$ cat src/rtl/pixel_pkg.sv
// Shared types and helpers for the pixel array sequencer.
package pixel_pkg;

  typedef enum logic [2:0] {
    S_IDLE    = 3'd0,
    S_ERASE   = 3'd1,
    S_EXPOSE  = 3'd2,
    S_CONVERT = 3'd3,
    S_READ    = 3'd4,
    S_DRAIN   = 3'd5
  } state_t;

  // Binary to reflected Gray code; callers truncate to their own width.
  function automatic logic [31:0] bin2gray(input logic [31:0] b);
    return b ^ (b >> 1);
  endfunction

endpackage

$ cat src/rtl/ramp_gen.sv
// ADC conversion counter with a Gray-coded copy registered alongside it,
// so the pixel bus only ever sees one bit toggle per clock.
module ramp_gen import pixel_pkg::*; #(
  parameter int COUNTER_WIDTH = 8
) (
  input  logic                     clk,
  input  logic                     reset,
  input  logic                     enable,
  input  logic                     clear,
  output logic [COUNTER_WIDTH-1:0] count_bin,
  output logic [COUNTER_WIDTH-1:0] code_gray
);

  logic [COUNTER_WIDTH-1:0] cnt_nx;

  assign cnt_nx = count_bin + 1'b1;

  // Clear wins over enable so the code is already zero the cycle the ramp stops.
  always_ff @(posedge clk or negedge reset) begin
    if (!reset) begin
      count_bin <= '0;
      code_gray <= '0;
    end else if (clear) begin
      count_bin <= '0;
      code_gray <= '0;
    end else if (enable) begin
      count_bin <= cnt_nx;
      code_gray <= COUNTER_WIDTH'(bin2gray(32'(cnt_nx)));
    end
  end

endmodule

$ cat src/rtl/pixel_array_ctrl.sv
// Frame sequencer for a pixel array: erase, expose, single-slope convert,
// then read each pixel out over a valid/ready stream.
module pixel_array_ctrl import pixel_pkg::*; #(
  parameter int PIXEL_COUNT   = 4,
  parameter int COUNTER_WIDTH = 8,
  parameter int ERASE_CYCLES  = 4
) (
  input  logic                           clk,
  input  logic                           reset,
  input  logic                           start,
  input  logic                           continuous,
  input  logic                           abort,
  input  logic [15:0]                    exposure_cycles,
  output logic                           erase,
  output logic                           corr,
  output logic                           expose,
  output logic                           convert,
  output logic                           read,
  output logic [$clog2(PIXEL_COUNT)-1:0] pixel_select,
  output logic [COUNTER_WIDTH-1:0]       ramp_code,
  input  logic [COUNTER_WIDTH-1:0]       data_in,
  output logic [COUNTER_WIDTH-1:0]       out_data,
  output logic [$clog2(PIXEL_COUNT)-1:0] out_pixel,
  output logic                           out_valid,
  input  logic                           out_ready,
  output logic                           busy,
  output logic                           frame_done
);

  localparam int PSW  = $clog2(PIXEL_COUNT);
  localparam int PH_W = (COUNTER_WIDTH > 16) ? COUNTER_WIDTH : 16;

  localparam logic [PSW-1:0]  LAST_IDX   = PSW'(PIXEL_COUNT - 1);
  localparam logic [PH_W-1:0] ERASE_LOAD = PH_W'(ERASE_CYCLES - 1);
  localparam logic [PH_W-1:0] CONV_LOAD  = PH_W'((64'd1 << COUNTER_WIDTH) - 64'd1);

  state_t                   state, state_nx;
  logic [PH_W-1:0]          phase_cnt, phase_load;
  logic                     phase_zero;
  logic [15:0]              exp_len;
  logic [PSW-1:0]           idx;
  logic [COUNTER_WIDTH-1:0] conv_count;
  logic                     capture, drain_go, frame_start, restart;
  logic                     ramp_en, ramp_clear;

  assign phase_zero  = (phase_cnt == '0);
  // A new pixel may be taken whenever the output slot is empty or draining.
  assign capture     = (state == S_READ)  && (!out_valid || out_ready) && !abort;
  assign drain_go    = (state == S_DRAIN) && (!out_valid || out_ready) && !abort;
  assign frame_start = (state == S_IDLE)  && start && !abort;
  assign restart     = drain_go && continuous;
  assign ramp_en     = (state == S_CONVERT);
  // Clearing on the next state keeps ramp_code at zero from the first
  // non-convert cycle, including after an abort.
  assign ramp_clear  = (state_nx != S_CONVERT);
  assign pixel_select = idx;

  ramp_gen #(.COUNTER_WIDTH(COUNTER_WIDTH)) u_ramp (
    .clk       (clk),
    .reset     (reset),
    .enable    (ramp_en),
    .clear     (ramp_clear),
    .count_bin (conv_count),
    .code_gray (ramp_code)
  );

  // State register.
  always_ff @(posedge clk or negedge reset) begin
    if (!reset) state <= S_IDLE;
    else        state <= state_nx;
  end

  // Next-state logic; abort overrides every transition.
  always_comb begin
    state_nx = state;
    if (abort) begin
      state_nx = S_IDLE;
    end else begin
      case (state)
        S_IDLE:    if (start) state_nx = S_ERASE;
        S_ERASE:   if (phase_zero) state_nx = S_EXPOSE;
        // Phase timer and ramp counter move in lockstep; both at end of scale.
        S_EXPOSE:  if (phase_zero) state_nx = S_CONVERT;
        S_CONVERT: if (phase_zero && (&conv_count)) state_nx = S_READ;
        S_READ:    if (capture && (idx == LAST_IDX)) state_nx = S_DRAIN;
        S_DRAIN:   if (drain_go) state_nx = continuous ? S_ERASE : S_IDLE;
        default:   state_nx = S_IDLE;
      endcase
    end
  end

  // Strobes decoded from the current state; corr marks the last erase cycle.
  always_comb begin
    erase      = 1'b0;
    corr       = 1'b0;
    expose     = 1'b0;
    convert    = 1'b0;
    read       = 1'b0;
    frame_done = 1'b0;
    busy       = (state != S_IDLE);
    case (state)
      S_ERASE:   begin erase = 1'b1; corr = phase_zero; end
      S_EXPOSE:  expose  = 1'b1;
      S_CONVERT: convert = 1'b1;
      S_READ:    read    = 1'b1;
      S_DRAIN:   frame_done = drain_go;
      default:   ;
    endcase
  end

  // Length of the phase being entered, minus one.
  always_comb begin
    case (state_nx)
      S_ERASE:   phase_load = ERASE_LOAD;
      S_EXPOSE:  phase_load = PH_W'(exp_len - 16'd1);
      S_CONVERT: phase_load = CONV_LOAD;
      default:   phase_load = '0;
    endcase
  end

  // Shared phase down-counter, reloaded on every state change.
  always_ff @(posedge clk or negedge reset) begin
    if (!reset)                  phase_cnt <= '0;
    else if (state_nx != state)  phase_cnt <= phase_load;
    else if (!phase_zero)        phase_cnt <= phase_cnt - 1'b1;
  end

  // Exposure length captured at frame start (a zero request still exposes one cycle).
  always_ff @(posedge clk or negedge reset) begin
    if (!reset)
      exp_len <= 16'd1;
    else if (frame_start || restart)
      exp_len <= (exposure_cycles == 16'd0) ? 16'd1 : exposure_cycles;
  end

  // Pixel index: advances only on capture, so a stalled stream stalls the scan.
  always_ff @(posedge clk or negedge reset) begin
    if (!reset)       idx <= '0;
    else if (abort)   idx <= '0;
    else if (capture) idx <= (idx == LAST_IDX) ? '0 : idx + 1'b1;
  end

  // Output slot: held while valid and not ready, emptied on handshake.
  always_ff @(posedge clk or negedge reset) begin
    if (!reset) begin
      out_data  <= '0;
      out_pixel <= '0;
      out_valid <= 1'b0;
    end else if (abort) begin
      out_data  <= '0;
      out_pixel <= '0;
      out_valid <= 1'b0;
    end else if (capture) begin
      out_data  <= data_in;
      out_pixel <= idx;
      out_valid <= 1'b1;
    end else if (out_valid && out_ready) begin
      out_valid <= 1'b0;
    end
  end

endmodule

$ cat config.mk
export PLATFORM = sky130hd
export DESIGN_NAME = pixel_array_ctrl
export DESIGN_NICKNAME = d
export VERILOG_FILES = /design/src/rtl/pixel_pkg.sv /design/src/rtl/ramp_gen.sv /design/src/rtl/pixel_array_ctrl.sv
export SDC_FILE = /design/constraint.sdc
export NUM_CORES = 1
export LEC_CHECK = 0
export CAP_MARGIN = 40
export CORE_MARGIN = 3
export CORE_UTILIZATION = 50
export DETAILED_ROUTE_END_ITERATION = 10
export PLACE_DENSITY = 0.81
export SYNTH_ARGS = -nofsm -noshare
export SYNTH_HDL_FRONTEND = slang
export SYNTH_SLANG_ARGS = --single-unit
export TNS_END_PERCENT = 50
$ cat constraint.sdc
create_clock -name clk -period 3.25 [get_ports clk]
set_input_delay 0.4875 -clock clk [delete_from_list [all_inputs] [get_ports clk]]
set_output_delay 0.4875 -clock clk [all_outputs]
set_load 0.02 [all_outputs]
# Word-level counts from Yosys, hierarchy flattened
# Cells that the tools add are included.
# totals
reg_bits	64
latchBits	0
mem_bits_rw	0
mem_bits_ro	0
inputBits	30
out_inout_bits	28
elab_cells	81
mem_count	0
# op_classes
add_sub_neg	4
multipliers	0
n_div	0
magnitude_cmp	0
n_eq_ne	12
n_shift	0
n_mux	33
bitwise	1
n_reduce_logical	22
# op_table
op	n
16-bit 2-to-1 mux	3
8-bit 2-to-1 mux	6
16-bit one-hot mux with 3 select lines	1
16-bit zero test	2
16-bit by 1-bit subtractor with 16-bit output (second input constant)	2
3-bit 2-to-1 mux	7
3-bit one-hot mux with 6 select lines	1
3-bit by 2-bit == test with 1-bit output (second input constant)	4
1-bit logical AND	10
1-bit 2-to-1 mux	10
2-bit 2-to-1 mux	5
8-bit by 1-bit adder with 8-bit output (second input constant)	1
8-bit AND reduction	1
8-bit by 7-bit XOR with 8-bit output	1
3-bit by 1-bit == test with 1-bit output (second input constant)	2
3-bit == test (second input constant)	2
3-bit nonzero test	2
2-bit nonzero test	2
3-bit zero test	1
3-bit by 2-bit inequality test with 1-bit output (second input constant)	1
3-bit inequality test	1
2-bit by 1-bit adder with 2-bit output (second input constant)	1
2-bit == test (second input constant)	1
1-bit zero test	2
other kinds (2)	3

# Logic depth before layout (Yosys ltp)
# Gate-level depths: netlist of run 1.
# logic_depth
word_depth	11
ltp_mapped	10
mapped_depth_nobuf	8

# By module
# From an unflattened synthesis of run 1, not the netlist that was laid out.
# hier_totals
cells_unflattened	367
area_unflattened_um2	3686.0
# modules_own_cells
mod	n_inst	cells_each	area_per_inst_um2
pixel_array_ctrl	1	276	2829.0
ramp_gen	1	91	857.1

# Worst setup path after synthesis of run 1
# No wires, ideal clock.
# synth_timing
path_type	register to register
start	register state[1]
end	register exp_len[11]
setup_time_ns	0.125
arrival_time_ns	2.427
required_time_ns	3.125
path_slack_ns	0.699
stages_incl_launch_ff	9
n_path_buf	3
cell_sequence	dfrtp_1 buf_2 clkinv_1 nand2_1 nor4_1 a32o_1 buf_2 buf_2 mux2_2
# synth_between
elab_chain_len	5
# synth_lines
element	line_no	source
start, declared	pixel_array_ctrl.sv:37	state_t state, state_nx;
start signal, assigned	pixel_array_ctrl.sv:70	else state <= state_nx;
3-bit == test	pixel_array_ctrl.sv:49	assign drain_go = (state == S_DRAIN) && (!out_valid || out_ready) && !abort;
1-bit logical AND (2 in series)	pixel_array_ctrl.sv:49	
1-bit logical AND	pixel_array_ctrl.sv:51	assign restart = drain_go && continuous;
1-bit logical OR (*)	pixel_array_ctrl.sv:132	else if (frame_start || restart)
end signal, assigned	pixel_array_ctrl.sv:133	exp_len <= (exposure_cycles == 16'd0) ? 16'd1 : exposure_cycles;
end, declared	pixel_array_ctrl.sv:40	logic [15:0] exp_len;
# Mark *: on every way between the ends. The rest lies on a longest branch, timed or not.
# A chain may end at the register's enable or synchronous reset.

# Worst setup path in the final report of run 1
# layout_timing
start	register phase_cnt[0]
end	output port corr
# layout_between
elab_chain_len	2
# layout_lines
element	line_no	source
start, declared	pixel_array_ctrl.sv:38	logic [PH_W-1:0] phase_cnt, phase_load;
start signal, assigned	pixel_array_ctrl.sv:124	else if (state_nx != state) phase_cnt <= phase_load;
start signal, assigned	pixel_array_ctrl.sv:125	else if (!phase_zero) phase_cnt <= phase_cnt - 1'b1;
16-bit zero test	pixel_array_ctrl.sv:46	assign phase_zero = (phase_cnt == '0);
1-bit 2-to-1 mux	pixel_array_ctrl.sv:101	case (state)
end, declared	pixel_array_ctrl.sv:15	output logic corr,
# Every way passes these cells.

==> results of run 1 <==
## kinds of logic (layout without fill, tap and decap cells)
kind of cell    after synthesis  count (layout)  share of synthesized area, %
buf+inv                      32              89                         3.679
flops                        63              63                         42.96
mux                          18              18                         5.451
simple gates                151             151                         21.43
compound gates               76              76                         14.86
xor+xnor                     43              43                         10.26
fa+ha+maj                     4               4                         1.363
## per-stage QoR
step,area [um^2],utilization [%],instances
CTS,4542,65.41,540
detailed placement,4318,62.18,524
floorplan,3672,-,387
finish,4542,65.41,540
global route,4542,65.41,540
global placement,4318,62.18,524
## layer usage
metal	track usage, %	wire length [um]	up-vias
li1	-	-	1476
met1	25.20	3541	1422
met2	33.66	3948	64
met3	3.199	265	10
met4	8.416	119	0
met5	0	0	-
## placed cells by master, fill, tap and decap left out, drive strengths merged, types with 3 or more instances in the layout
cell	instances
mux2	16
a22oi	3
clkbuf	13
clkdlybuf4s50	56
nor4	12
clkinv	3
nor2	38
nand2b	4
ha	4
and2	4
inv	8
dfrtp	62
nand4	5
xor2	15
o2bb2ai	3
nor3	13
buf	7
a22o	11
a211oi	6
nand3	15
o21ai	20
nand3b	3
o21a	3
a21oi	13
nor2b	5
or3	3
o31ai	4
xnor2	28
nand2	41
## worst paths after layout
check / from / to
setup / recovery: phase_cnt[0] / corr
setup reg to reg: phase_cnt[0] / u_ramp.code_gray[4]
hold reg to reg: out_data[4] / out_data[4]
hold / removal: reset / phase_cnt[12]
min in group clk: out_data[4] / out_data[4]
max in group asynchronous: reset / exp_len[0]
## where the power goes
group          internal [W]  switching (W)  total [W]
logic              0.000428       0.000477   0.000905
clock network      0.000473       0.000288   0.000761
registers          0.000913       0.000165    0.00108
## flip-flops by register name, indices dropped and copies added, names as in the netlist
register / count
exp_len: 16
u_ramp.code_gray: 7
pixel_select: 2
u_ramp.count_bin: 8
out_valid: 1
state: 3
out_pixel: 2
out_data: 8
phase_cnt: 16
## cell type report
| type | instances | area [um^2] | area share (%) |
|---|---|---|---|
| clock inverters | 3 | 65.06 | 1.433 |
| well taps | 96 | 120.1 | 2.645 |
| repair buffers | 63 | 623.1 | 13.72 |
| flip-flops and latches | 63 | 1578 | 34.74 |
| clock buffers | 13 | 158.9 | 3.499 |
| multi-input cells | 292 | 1959 | 43.14 |
| inverters | 10 | 37.54 | 0.8264 |
==> flow_summary.json, run 1 <==
{
  "ctsLongestPathBuffers": 2,
  "finalMaxSlewViolations": 0,
  "fp-row-count": 30,
  "routed_wl_um": 7876,
  "synth_most_common_cell": "dfrtp_1",
  "path_depth": 7,
  "finalSetupViolations": 0,
  "yosysWarnings": 0,
  "nets": 473,
  "p_leak_nw": 1.818,
  "syn_inst": 387,
  "dieHeight_um": 91.70,
  "finalSetupTns_ns": 0,
  "crit_path_cell_trace": "inv_1 > ha_1 > nor2b_1 > and2_1 > nand4_1 > nor3_1 > clkdlybuf4s50_1",
  "cts-hold-fix-buffers": 0,
  "dr_total_vias": 2972,
  "period_needed_ns": 3.039,
  "clock-sinks": 63,
  "synthTopCellsByCount": "62 x dfrtp_1, 40 x nand2_1, 38 x nor2_1",
  "synthFlopType": "dfrtp_1",
  "fill_cells": 534,
  "io_pins": 58,
  "start_kind": "register",
  "drtAntennaViolNets": 0,
  "worst_slack_ns": 0.2107,
  "h-tree-depth": 3,
  "post-route-period-util_pct": 93.52,
  "ir_drop_v": 0.0003900,
  "finalClockSkew_ns": 0.005369,
  "portBuffers": 57,
  "synth-edff-count": 0,
  "cts_tree": "yes",
  "cap_violations": 0,
  "hold_ws_ns": 0.1605,
  "diodes": 0,
  "clk_pin_slew_ns": 0.06,
  "die_width_um": 91.70,
  "critPathMaxFanout": 5,
  "max_slew_margin_pct": 58.44,
  "powerDensity_mw_per_mm2": 604.3,
  "via_per_inst": 5.504,
  "netlist.area_leader.share_pct": 42.25,
  "required_ns": 2.76,
  "postCtsResizedCells": 0,
  "slowest_stage": "clkdlybuf4s50_1",
  "track_usage_pct": 19.88,
  "wl_per_cell_um": 14.59,
  "gp_congestion": 0.8524,
  "synth_area_mm2": 0.003672,
  "die-area_mm2": 0.008409,
  "preCtsSetupSlack_ns": 0.3263,
  "grt_pass1_vias": 2953,
  "dp_hpwl_um": 5721,
  "initialDrtViolationCount": 177,
  "finalPower_w": 0.002745,
  "firstDrtPassIters": 4,
  "hold_viol_final": 0,
  "drc_errors": 0,
  "synth-seq-cells": 63,
  "grt_pass1_wl_um": 13650,
  "syn_avg_cell_area_um2": 9.489,
  "numCtsBuffers": 9,
  "yosysSeqAreaShare_pct": 42.96,
  "crit_type": "reg2out",
  "slowest_delay_ns": 0.64,
  "synth_top_cell_by_area": "dfrtp_1",
  "max_clock_freq_ghz": 0.3290,
  "coreArea_mm2": 0.006944,
  "grt_max_degree": 64,
  "grt_setup_unrepaired": "false",
  "synth.net_count": 421,
  "synth_area_leaders": "dfrtp_1 42%, xnor2_1 6.7%, mux2_2 4.9%",
  "r2r_cells": 8,
  "path_buf_inv": 2,
  "path_delay_family": "simple AND/OR/NAND/NOR gates",
  "crit_arrival_ns": 2.55,
  "grt_remaining_overflow": 0,
  "area_delta_synth_final_pct": 23.68,
  "clock_latency_ns": 0.34,
  "postSynth.asyncResetShare_pct": 100.0,
  "antenna_found_initial": 0,
  "status": "finished clean",
  "post_cts_buffers": 0,
  "cts_root_buf": "clkbuf_8",
  "r2r_slack_ns": 0.35,
  "synth.distinct_cells": 57,
  "hold_class": "in2async",
  "drive_gt1_share_pct": 10.81,
  "tightest_slew_ns": 0.6234,
  "initial_core_util_pct": 52.88,
  "crit_path_end_kind": "primary output"
}
No activity file was read; power rests on OpenSTA's default activity.
==> run 2: changes to the inputs <==
- CORE_MARGIN: 3 -> unset
- CTS_CLUSTER_SIZE: unset -> 20
==> flow_summary.json, run 2 (same netlist as run 1, synthesis figures left out) <==
{
  "status": "finished clean",
  "diodes": 0,
  "crit_arrival_ns": 2.36,
  "post-route-period-util_pct": 87.75,
  "dp_hpwl_um": 5698,
  "layout_common_cells": "62 x dfrtp_1, 55 x clkdlybuf4s50_1, 40 x nand2_1",
  "crit_path_end_kind": "primary output",
  "preCtsSetupSlack_ns": 0.3104,
  "cts-hold-fix-buffers": 0,
  "p_leak_nw": 1.819,
  "drive_gt1_share_pct": 11.04,
  "max_clock_freq_ghz": 0.3506,
  "final_common_cell": "dfrtp_1",
  "r2r_slack_ns": 0.56,
  "critPathLaunch": "state[2]",
  "die_width_um": 87.70,
  "routed_wl_um": 7934,
  "r2r_start": "phase_cnt[0]",
  "start_kind": "register",
  "io_pins": 58,
  "hold_viol_final": 0,
  "numCtsBuffers": 9,
  "post_cts_buffers": 0,
  "finalSetupViolations": 0,
  "crit_path_cell_trace": "inv_1 > nand3_1 > clkinv_1 > clkdlybuf4s50_1",
  "powerDensity_mw_per_mm2": 589.1,
  "ir_drop_v": 0.0004283,
  "hold_class": "in2async",
  "tightest_slew_ns": 0.5940,
  "critPathMaxFanout": 15,
  "cap_violations": 0,
  "required_ns": 2.76,
  "hold_ws_ns": 0.07986,
  "antenna_found_initial": 0,
  "via_per_inst": 5.722,
  "initial_core_util_pct": 52.88,
  "fp-row-count": 30,
  "worst_slack_ns": 0.3980,
  "grt_remaining_overflow": 0,
  "grt_pass1_wl_um": 13410,
  "layout.core_utilization_pct": 64.83,
  "path_buf_inv": 3,
  "cts_tree": "yes",
  "r2r_cells": 8,
  "cts_root_buf": "clkbuf_8",
  "slowest_stage": "dfrtp_1",
  "initialDrtViolationCount": 149,
  "grt_max_degree": 27,
  "clock_latency_ns": 0.33,
  "nets": 473,
  "drc_errors": 0,
  "gp_congestion": 0.8835,
  "coreArea_mm2": 0.006944,
  "fill_cells": 537,
  "drtAntennaViolNets": 0,
  "die-area_mm2": 0.007691,
  "finalClockSkew_ns": 0.009293,
  "timing.rr.end": "u_ramp.code_gray[4]",
  "clk_pin_slew_ns": 0.07,
  "h-tree-depth": 3,
  "slowest_delay_ns": 0.61,
  "track_usage_pct": 22.28,
  "wl_per_cell_um": 14.69,
  "finalSetupTns_ns": 0,
  "area_delta_synth_final_pct": 22.59,
  "finalPower_w": 0.002652,
  "clock-sinks": 63,
  "grt_setup_unrepaired": "false",
  "dr_total_vias": 3090,
  "path_delay_family": "buffers and inverters",
  "ctsLongestPathBuffers": 2,
  "top_regs": "exp_len x16, phase_cnt x16",
  "grt_pass1_vias": 2893,
  "finalMaxSlewViolations": 0,
  "dieHeight_um": 87.70,
  "postCtsResizedCells": 0,
  "firstDrtPassIters": 5,
  "max_slew_margin_pct": 60.32,
  "crit_type": "reg2out",
  "portBuffers": 57,
  "period_needed_ns": 2.852
}
[run 2: cell types whose count changed in the layout (fill, tap and decap cells not counted), sizes merged]
cell	previous run	this run
clkinv	3	5
bufinv	2	1
clkbuf	13	12
clkdlybuf4s50	56	55
dlymetal6s2s	0	1
[run 2: final cells by class]
class                   instances  area (um^2)  area share, %
flip-flops and latches         63         1578          35.05
clock inverters                 4        45.04          1.001
well taps                      96        120.1          2.668
multi-input cells             292         1963          43.61
clock buffers                  12        145.1          3.224
repair buffers                 63        613.1          13.62
inverters                      10        37.54         0.8338
[run 2: layer usage]
| layer | part of all wire [%] | wire length [um] | GRT usage (%) |
|---|---|---|---|
| met1 | 45 | 3554 | 29.60 |
| met2 | 48 | 3842 | 35.66 |
| met3 | 4.4 | 347 | 3.770 |
| met4 | 2.4 | 190 | 10.43 |
| met5 | 0 | 0 | 0 |
[run 2: how the worst max path moves through the flow]
stage | to | slack (ns) | cells after the start
after floorplan | exp_len[11] | 0.70 | 8
after detailed placement | u_ramp.code_gray[4] | 0.31 | 7
after global placement | u_ramp.code_gray[3] | 0.43 | 7
after global routing | convert | 0.26 | 4
final | convert | 0.40 | 4
after CTS | corr | 0.10 | 7
[run 2: through the flow]
| step | cell area, um^2 | cells |
|---|---|---|
| after floorplan | 3672 | 387 |
| after global placement | 4305 | 524 |
| after detailed placement | 4305 | 524 |
| after CTS | 4496 | 540 |
| after global routing | 4502 | 540 |
| final | 4502 | 540 |
[run 2: where the power goes]
part	switching [W]	leakage (nW)	internal, W
registers	0.000165	0.832	0.000913
logic	0.000492	0.887	0.000427
clock network	0.000282	0.100	0.000372
total	0.000940	1.82	0.00171
